$ cat config.mk
export PLATFORM = sky130hd
export DESIGN_NAME = fc_layer_seq
export DESIGN_NICKNAME = d
export VERILOG_FILES = /design/src/rtl/fc_layer_seq.sv
export SDC_FILE = /design/constraint.sdc
export NUM_CORES = 2
export LEC_CHECK = 0
export CAP_MARGIN = 20
export CORE_MARGIN = 1.5
export CORE_UTILIZATION = 38
export DETAILED_ROUTE_END_ITERATION = 10
export RECOVER_POWER = 100
export SLEW_MARGIN = 5
export SYNTH_ARGS = -nofsm -noshare
export SYNTH_HDL_FRONTEND = slang
export SYNTH_SLANG_ARGS = --single-unit
$ cat constraint.sdc
create_clock -name clk -period 8.4 [get_ports clk]
set_input_delay 1.68 -clock clk [delete_from_list [all_inputs] [get_ports clk]]
set_output_delay 1.68 -clock clk [all_outputs]
set_load 0.05 [all_outputs]
$ cat src/rtl/fc_layer_seq.sv
// Time-multiplexed fully connected layer: one signed MAC per cycle over an
// N_OUT x N_IN weight memory, streaming inputs in and quantised neurons out.
`timescale 1ns/1ps
module fc_layer_seq #(
    parameter int N_IN   = 10,
    parameter int N_OUT  = 10,
    parameter int DATA_W = 8,
    parameter int ACC_W  = 24,
    parameter int SHIFT  = 0,
    parameter int RELU   = 1,
    localparam int WA_W  = (N_IN * N_OUT > 1) ? $clog2(N_IN * N_OUT) : 1,
    localparam int BA_W  = (N_OUT > 1) ? $clog2(N_OUT) : 1
) (
    input  logic                clk,
    input  logic                reset_n,
    input  logic                w_we,
    input  logic [WA_W-1:0]     w_addr,
    input  logic [DATA_W-1:0]   w_data,
    input  logic                b_we,
    input  logic [BA_W-1:0]     b_addr,
    input  logic [2*DATA_W-1:0] b_data,
    input  logic                in_valid,
    output logic                in_ready,
    input  logic [DATA_W-1:0]   in_data,
    output logic                out_valid,
    input  logic                out_ready,
    output logic [DATA_W-1:0]   out_data,
    output logic [BA_W-1:0]     out_idx,
    output logic                out_last,
    output logic                busy
);
    localparam int K_W = (N_IN > 1) ? $clog2(N_IN) : 1;
    localparam int P_W = 2 * DATA_W + 1;

    if (ACC_W < 2 * DATA_W + $clog2(N_IN) + 2) begin : g_acc_chk
        $error("fc_layer_seq: ACC_W too narrow for DATA_W/N_IN");
    end
    if (SHIFT < 0 || SHIFT > ACC_W - 1) begin : g_shift_chk
        $error("fc_layer_seq: SHIFT out of range");
    end

    typedef enum logic [1:0] {S_IDLE, S_MAC, S_EMIT} state_e;

    state_e                    state_q, state_d;
    logic [K_W-1:0]            in_cnt_q, in_cnt_d, k_q, k_d;
    logic [BA_W-1:0]           neuron_q, neuron_d;
    logic signed [ACC_W-1:0]   acc_q, acc_d;
    logic                      in_ready_q, in_ready_d, busy_q, busy_d;
    logic                      out_valid_q, out_valid_d, out_last_q, out_last_d;
    logic [DATA_W-1:0]         out_data_q, out_data_d;
    logic [BA_W-1:0]           out_idx_q, out_idx_d;

    logic signed [DATA_W-1:0]   w_mem_q [N_IN*N_OUT];
    logic signed [2*DATA_W-1:0] b_mem_q [N_OUT];
    logic [DATA_W-1:0]          x_q     [N_IN];

    logic                      accept;
    logic [WA_W-1:0]           w_idx;
    logic signed [DATA_W-1:0]  w_cur;
    logic signed [2*DATA_W-1:0] b_cur;
    logic signed [P_W-1:0]     xs, ws, prod;
    logic signed [ACC_W-1:0]   prod_ext, bias_ext;

    assign accept   = (state_q == S_IDLE) && in_valid && in_ready_q;
    assign w_idx    = WA_W'(neuron_q) * WA_W'(N_IN) + WA_W'(k_q);
    assign w_cur    = w_mem_q[w_idx];
    assign b_cur    = b_mem_q[neuron_q];
    // Activation is unsigned: zero-extend it so the signed multiply stays exact.
    assign xs       = {{(P_W-DATA_W){1'b0}}, x_q[k_q]};
    assign ws       = {{(P_W-DATA_W){w_cur[DATA_W-1]}}, w_cur};
    assign prod     = xs * ws;
    assign prod_ext = {{(ACC_W-P_W){prod[P_W-1]}}, prod};
    assign bias_ext = {{(ACC_W-2*DATA_W){b_cur[2*DATA_W-1]}}, b_cur};

    function automatic logic [DATA_W-1:0] quant(input logic signed [ACC_W-1:0] a);
        logic signed [ACC_W-1:0] s, hi, lo;
        s = a >>> SHIFT;
        if (RELU != 0) begin
            hi = {{(ACC_W-DATA_W){1'b0}}, {DATA_W{1'b1}}};
            lo = '0;
        end else begin
            hi = {{(ACC_W-DATA_W+1){1'b0}}, {(DATA_W-1){1'b1}}};
            lo = {{(ACC_W-DATA_W+1){1'b1}}, {(DATA_W-1){1'b0}}};
        end
        if (s < lo)      quant = lo[DATA_W-1:0];
        else if (s > hi) quant = hi[DATA_W-1:0];
        else             quant = s[DATA_W-1:0];
    endfunction

    always_comb begin
        state_d     = state_q;
        in_cnt_d    = in_cnt_q;
        k_d         = k_q;
        neuron_d    = neuron_q;
        acc_d       = acc_q;
        out_valid_d = out_valid_q;
        out_data_d  = out_data_q;
        out_idx_d   = out_idx_q;
        out_last_d  = out_last_q;
        case (state_q)
            S_IDLE: begin
                if (accept) begin
                    if (in_cnt_q == K_W'(N_IN - 1)) begin
                        in_cnt_d = '0;
                        k_d      = '0;
                        neuron_d = '0;
                        state_d  = S_MAC;
                    end else begin
                        in_cnt_d = in_cnt_q + K_W'(1);
                    end
                end
            end
            S_MAC: begin
                acc_d = ((k_q == '0) ? bias_ext : acc_q) + prod_ext;
                if (k_q == K_W'(N_IN - 1)) begin
                    state_d     = S_EMIT;
                    out_valid_d = 1'b1;
                    out_data_d  = quant(acc_d);
                    out_idx_d   = neuron_q;
                    out_last_d  = (neuron_q == BA_W'(N_OUT - 1));
                end else begin
                    k_d = k_q + K_W'(1);
                end
            end
            S_EMIT: begin
                if (out_ready) begin
                    out_valid_d = 1'b0;
                    out_last_d  = 1'b0;
                    if (out_last_q) begin
                        state_d = S_IDLE;
                    end else begin
                        neuron_d = neuron_q + BA_W'(1);
                        k_d      = '0;
                        state_d  = S_MAC;
                    end
                end
            end
            default: state_d = S_IDLE;
        endcase
        in_ready_d = (state_d == S_IDLE);
        busy_d     = (state_d != S_IDLE);
    end

    always_ff @(posedge clk or negedge reset_n) begin
        if (!reset_n) begin
            state_q     <= S_IDLE;
            in_cnt_q    <= '0;
            k_q         <= '0;
            neuron_q    <= '0;
            acc_q       <= '0;
            in_ready_q  <= 1'b0;
            busy_q      <= 1'b0;
            out_valid_q <= 1'b0;
            out_data_q  <= '0;
            out_idx_q   <= '0;
            out_last_q  <= 1'b0;
        end else begin
            state_q     <= state_d;
            in_cnt_q    <= in_cnt_d;
            k_q         <= k_d;
            neuron_q    <= neuron_d;
            acc_q       <= acc_d;
            in_ready_q  <= in_ready_d;
            busy_q      <= busy_d;
            out_valid_q <= out_valid_d;
            out_data_q  <= out_data_d;
            out_idx_q   <= out_idx_d;
            out_last_q  <= out_last_d;
        end
    end

    always_ff @(posedge clk or negedge reset_n) begin
        if (!reset_n) begin
            for (int unsigned i = 0; i < N_IN * N_OUT; i++) w_mem_q[i] <= '0;
            for (int unsigned i = 0; i < N_OUT; i++)        b_mem_q[i] <= '0;
            for (int unsigned i = 0; i < N_IN; i++)         x_q[i]     <= '0;
        end else begin
            if (w_we && !busy_q) w_mem_q[w_addr] <= w_data;
            if (b_we && !busy_q) b_mem_q[b_addr] <= b_data;
            if (accept)          x_q[in_cnt_q]   <= in_data;
        end
    end

    assign in_ready  = in_ready_q;
    assign busy      = busy_q;
    assign out_valid = out_valid_q;
    assign out_data  = out_data_q;
    assign out_idx   = out_idx_q;
    assign out_last  = out_last_q;
endmodule

# [Yosys cells after proc, flatten, opt, wreduce, memory -nomap -nowiden]
# Cells that the tools add are included.
[totals] elab_cells=232 ff_bits=1094
[op_classes] muxes=46 n_reduce_logical=20 multipliers=2 n_lt_le_gt_ge=11 n_bitwise=6 n_eq_ne=11 add_sub_neg=5
[ops] op="$bwmux W800" count=1
[ops] op="$bwmux W160" count=1
[ops] op="$mux W24" count=5
[ops] op="$bwmux W80" count=1
[ops] op="$bmux W16 S4" count=1
[ops] op="$demux W16 S4" count=1
[ops] op="$mux W8" count=8
[ops] op="$bmux W8 S7" count=1
[ops] op="$demux W8 S7" count=1
[ops] op="$mux W16" count=3
[ops] op="$bmux W8 S4" count=1
[ops] op="$demux W8 S4" count=1
[ops] op="$mux W4" count=8
[ops] op="$add A24 B17 Y24" count=1
[ops] op="$gt A24 B24 Y1" count=1
[ops] op="$lt A24 B24 Y1" count=1
[ops] op="$ge A5 B5 Y1 const B" count=4
[ops] op="$not A4 Y5" count=4
[ops] op="$mul A9 B8 Y17" count=1
[ops] op="$ge A8 B8 Y1 const B" count=2
[ops] op="$not A7 Y8" count=2
[ops] op="$add A4 B1 Y4 const B" count=3
[ops] op="$eq A4 B4 Y1 const B" count=3
[ops] op="$pmux W4 S3" count=1
[ops] op="23 further kinds" count=45

# [Depth between registers and ports, before layout]
[depth] ltp_word=11 mapped_depth=31 mapped_depth_nobuf=29

# [Worst setup path after synthesis]
# OpenSTA, ideal clock, no wires.
[synth_timing] kind="register to register" from="register neuron_q[2]" to="register acc_q[23]" setup_ns=0.125 period_less_slack_ns=8.379 n_path_buf=3 required_time_ns=8.275 path_stages_with_launch=26 t_arrival_ns=8.255 path_slack_ns=0.021 cell_sequence="dfrtp_1 > ha_1 > ha_1 > xor2_1 > buf_2 > buf_2 > buf_2 > mux4_2 > mux4_2 > o21a_1 > nand2_1 > fa_1 > fa_1 > inv_1 > fa_1 > fa_1 > fa_1 > ha_1 > o211ai_1 > o211ai_1 > a221oi_1 > o41ai_1 > a21oi_1 > o21bai_1 > xnor3_2 > mux2_2"
[synth_via] elab_chain_len=8
[synth_lines] item="start: declaration" line_no="46" rtl="logic [BA_W-1:0] neuron_q, neuron_d;"
[synth_lines] item="start signal: assignment" line_no="161" rtl="neuron_q <= neuron_d;"
[synth_lines] item="$mul A4 B3 Y6" line_no="65" rtl="assign w_idx = WA_W'(neuron_q) * WA_W'(N_IN) + WA_W'(k_q);"
[synth_lines] item="$add A7 B4 Y7" line_no="65"
[synth_lines] item="$not A7 Y8 (not written as such)" line_no="66" rtl="assign w_cur = w_mem_q[w_idx];"
[synth_lines] item="$bmux W8 S7" line_no="66"
[synth_lines] item="$mux W8 (not written as such) (2 in series)" line_no="66"
[synth_lines] item="$mul A9 B8 Y17" line_no="71" rtl="assign prod = xs * ws;"
[synth_lines] item="$add A24 B17 Y24 (*)" line_no="114" rtl="acc_d = ((k_q == '0) ? bias_ext : acc_q) + prod_ext;"
[synth_lines] item="end signal: assignment" line_no="150" rtl="acc_q <= '0;"
[synth_lines] item="end signal: assignment" line_no="162" rtl="acc_q <= acc_d;"
[synth_lines] item="end: declaration" line_no="47" rtl="logic signed [ACC_W-1:0] acc_q, acc_d;"
# Every way passes the cells marked *; elsewhere a longest branch is shown, timed or not. The select of a mux whose other input is x is not followed.
# A chain may end at the register's enable or synchronous reset.

# [Worst setup path after layout]
[layout_timing] from="register neuron_q[0]" to="register out_data_q[6] (netlist: out_data[6])"
[layout_via] elab_chain_len=11
[layout_lines] item="$mul A4 B3 Y6" line_no="65"
[layout_lines] item="$add A7 B4 Y7" line_no="65"
[layout_lines] item="$not A7 Y8 (not written as such)" line_no="66"
[layout_lines] item="$bmux W8 S7" line_no="66"
[layout_lines] item="$mux W8 (not written as such) (2 in series)" line_no="66"
[layout_lines] item="$mul A9 B8 Y17" line_no="71"
[layout_lines] item="$add A24 B17 Y24 (*)" line_no="114"
[layout_lines] item="$gt A24 B24 Y1" line_no="86" rtl="else if (s > hi) quant = hi[DATA_W-1:0];"
[layout_lines] item="$mux W8" line_no="86"
[layout_lines] item="$mux W8 (*)" line_no="85" rtl="if (s < lo) quant = lo[DATA_W-1:0];"
[layout_lines] item="end signal: assignment" line_no="166" rtl="out_data_q <= out_data_d;"
[layout_lines] item="end: declaration" line_no="50" rtl="logic [DATA_W-1:0] out_data_q, out_data_d;"
# Marks and branches as above.

==> tab_implementation.tex <==
\begin{tabular}{lr}
\hline
Metric & Value \\
\hline
\multicolumn{2}{l}{\textbf{Outcome}} \\
\quad Outcome & complete, but fails checks \\
\quad Violated checks & max-capacitance violations, max-slew violations \\
\multicolumn{2}{l}{\textbf{Timing}} \\
\quad Setup ws final & 0.275 ns \\
\quad Share of the cycle needed by the critical path after routing & 0.967 \\
\quad Tightest slew margin relative to the limit & -2.15 \\
\quad Slew @ Worst Pin & 4.72 ns \\
\quad Total Neg Setup Slack & 0 ns \\
\quad Number of hold violations in the final report & 0 \\
\quad Max-slew violations & 937 \\
\quad Highest clock frequency the design can meet & 123 MHz \\
\quad Fin Hold WS & 0.471 ns \\
\quad Clock Skews & 0.0564 ns \\
\quad Post-layout minimum cycle time & 8.13 ns \\
\quad Total of endpoints with negative setup slack in the final report & 0 \\
\multicolumn{2}{l}{\textbf{GRT}} \\
\quad Wire length of the first global-routing pass & 207000 um \\
\quad Global routing usage summed across all routing layers & 0.191 \\
\quad Sum of overflow across all layers after global routing & 0 \\
\quad Antenna violations before repair & 10 \\
\quad Pin count of the biggest net entering global routing & 166 \\
\quad Via count of the first global-routing pass & 32100 \\
\multicolumn{2}{l}{\textbf{Critical path}} \\
\quad Number of cells on the worst reg-to-reg path & 30 \\
\quad Worst setup EP type & flop \\
\quad Arrival time at the worst endpoint & 8.74 ns \\
\quad Path type of the worst setup path & reg2reg \\
\quad Req. time, crit path & 9.02 ns \\
\quad CP max stage delay & 0.55 ns \\
\quad Setup slack of the most critical reg-to-reg path & 0.27 ns \\
\quad R2r startpoint & neuron\_q[0] \\
\quad Capture point of the worst reg-to-reg path & out\_data[6] \\
\quad Count of cell instances traversed by the critical path & 30 \\
\quad Crit path to & out\_data[6] \\
\quad Kind of start point of the critical path & flop \\
\quad Timing startpoint of the critical path & neuron\_q[0] \\
\quad Cell with the biggest individual delay on the critical path & sky130\_fd\_sc\_hd\_\_mux4\_2 \\
\quad Critical-path maximum fanout & 9 \\
\quad Crit path buf inv count & 7 \\
\quad Kind of cell adding the most delay to the critical path & adder cells \\
\multicolumn{2}{l}{\textbf{Yosys}} \\
\quad Top-area cell type share of the netlist area & 0.513 \\
\quad Main synth FF type & sky130\_fd\_sc\_hd\_\_dfrtp\_1 \\
\quad Syn Inst Count & 3621 \\
\quad Post-synth net total & 3812 \\
\quad Most used standard cells in the synthesized netlist & 1094 x sky130\_fd\_sc\_hd\_\_dfrtp\_1, 1048 x sky130\_fd\_sc\_hd\_\_mux2\_2, 299 x sky130\_fd\_sc\_hd\_\_mux4\_2 \\
\quad Proportion of synthesized chip area in sequential cells & 0.513 \\
\quad Cell types with the largest area share after synthesis & sky130\_fd\_sc\_hd\_\_dfrtp\_1 51\%, sky130\_fd\_sc\_hd\_\_mux2\_2 22\%, sky130\_fd\_sc\_hd\_\_mux4\_2 13\%, sky130\_fd\_sc\_hd\_\_ha\_1 2.1\%, sky130\_fd\_sc\_hd\_\_fa\_1 2.0\% \\
\quad Number of synthesis warnings & 0 \\
\quad Number of flip-flops and latches in the synthesized netlist & 1094 \\
\quad EDFF count, synth & 0 \\
\quad Share of synthesized registers carrying an async set or reset & 1.00 \\
\quad Mean post-synth cell area & 14.7 sq um \\
\quad Post-synthesis cell type count & 60 \\
\quad Area of the mapped netlist & 0.0533 sq mm \\
\quad Cell with the most instances after synthesis & sky130\_fd\_sc\_hd\_\_dfrtp\_1 \\
\quad Leading area contributor after synthesis & sky130\_fd\_sc\_hd\_\_dfrtp\_1 \\
\multicolumn{2}{l}{\textbf{Detailed routing}} \\
\quad Mean routed wirelength per cell & 23.5 um \\
\quad DRC violation count after routing & 0 \\
\quad Antenna Nets Post-Route & 0 \\
\quad DR iter-0 viols & 1945 \\
\quad Vias & 30800 \\
\quad Wire length reported by the detailed router & 133000 um \\
\quad Via-per-instance ratio & 5.43 \\
\quad Pre-antenna DRT Iters & 5 \\
\multicolumn{2}{l}{\textbf{Place}} \\
\quad RePlAce Congestion & 0.836 \\
\quad Count of buffers from port buffering & 64 \\
\quad Post-Place Setup Slack & -0.117 ns \\
\quad Post-DP HPWL & 87000 um \\
\multicolumn{2}{l}{\textbf{Clock tree}} \\
\quad H-tree lvl count & 3 \\
\quad Clk sink count & 1094 \\
\quad Clk root buf & sky130\_fd\_sc\_hd\_\_clkbuf\_16 \\
\quad Count of hold-fix buffers inserted at cts & 0 \\
\quad TritonCTS buffer count & 119 \\
\quad Clock input transition at the sequential cells of the worst setup and hold paths & 0.06 ns \\
\quad Clk Latency, worst-skew pair & 0.75 ns \\
\quad TritonCTS clock tree & done \\
\quad Maximum clock insertion buffer count & 3 \\
\multicolumn{2}{l}{\textbf{Min path}} \\
\quad Worst hold-check path type & reg2reg \\
\multicolumn{2}{l}{\textbf{Floorplanning}} \\
\quad Horiz. Die Dim & 378 um \\
\quad Rows & 137 \\
\quad Die span in y & 378 um \\
\quad Top-level port count & 65 \\
\quad Die footprint & 0.143 sq mm \\
\quad Core region area & 0.139 sq mm \\
\quad Starting density of the core & 0.383 \\
\multicolumn{2}{l}{\textbf{Flow run}} \\
\quad Max-Cap Viols & 15 \\
\multicolumn{2}{l}{\textbf{Layout}} \\
\quad Area overhead of the layout relative to synthesis & 14.0\% \\
\quad Total Nets Final & 3885 \\
\quad Final core occ & 0.436 \\
\quad Fraction of layout instances using a drive strength above 1 & 0.450 \\
\hline
\end{tabular}
[metal layers]
| layer | vias to the layer above | GRT usage | part of all wire |
|---|---|---|---|
| met5 | - | 0 | 0.00041 |
| met2 | 532 | 0.304 | 0.48 |
| met4 | 8 | 0.0488 | 0.020 |
| met1 | 16600 | 0.273 | 0.46 |
| li1 | 13500 | - | - |
| met3 | 169 | 0.0292 | 0.044 |
[worst register-to-register path: cells and delay by family, from the launching register on]
family	cells	cell delay, ns
mux	2	1.10
fa+ha+maj	9	3.23
flops	1	0.51
xor+xnor	1	0.20
compound gates	8	1.67
simple gates	3	0.37
buf+inv	7	0.93
[cell type report]
| type | count | area, sq um |
|---|---|---|
| Inverter | 75 | 282 |
| Tap cell | 1876 | 2350 |
| Fill cell | 12500 | 78600 |
| Clock inverter | 32 | 454 |
| Timing Repair Buffer | 192 | 1860 |
| Antenna cell | 4 | 10.0 |
| Sequential cell | 1094 | 27400 |
| Clock buffer | 185 | 3560 |
| Multi-Input combinational cell | 2212 | 24900 |
[kinds of logic after synthesis]
group / share of synthesized area
AOI/OAI and AO/OA: 0.0217
xor gates and xnor gates: 0.00422
adders and majority gates: 0.0409
buffers and inverters: 0.0237
DFF: 0.513
muxes: 0.356
and+or+nand+nor: 0.0404
[per-stage QoR]
step | std cells | cell area, sq um
2_1_floorplan | 3621 | 53300
6_report | 5670 | 60800
5_1_grt | 5667 | 60800
3_3_place_gp | 5444 | 56600
3_5_place_dp | 5444 | 56600
4_1_cts | 5666 | 60700
[what timing repair did]
item,CTS,global route
gates cloned,2,0
pin swaps,3,7
resized for setup,7,28
setup buffers,3,1
setup endpoints to repair,9,10
[sequential cells by signal (all words and copies together) (netlist names)]
name,count
acc_q,24
b_mem_q,160
busy,1
in_cnt_q,4
in_ready,1
k_q,4
neuron_q,4
out_data,8
out_idx,4
out_last,1
out_valid,1
state_q,2
w_mem_q,800
x_q,80
[placed cells by master, fill, tap and decap left out, drive strengths merged, types with 19 or more instances in the layout]
cell type and n:
a21oi 54, and2 39, buf 122, clkbuf 199, clkdlybuf4s50 34, clkinv 21, dfrtp 1094, dlygate4sd3 21
fa 54, ha 88, inv 77, mux2 1048, mux2i 43, mux4 299, nand2 237, nor2 93
nor3 19, o21ai 32
[how the worst min path moves through the flow]
stage	to	start	slack (ns)	depth (start not counted)
finish	x_q[3]	x_q[3]	0.47	2
global route	out_valid	out_valid	0.49	1
CTS	x_q[3]	x_q[3]	0.47	2
detailed placement	x_q[3]	x_q[3]	0.46	2
global placement	acc_q[15]	acc_q[15]	0.45	2
floorplan	acc_q[15]	acc_q[15]	0.44	2
Power is left out: the tool's default activity adds up to more than one toggle a clock period on the data nets, which glitch-free logic cannot reach.
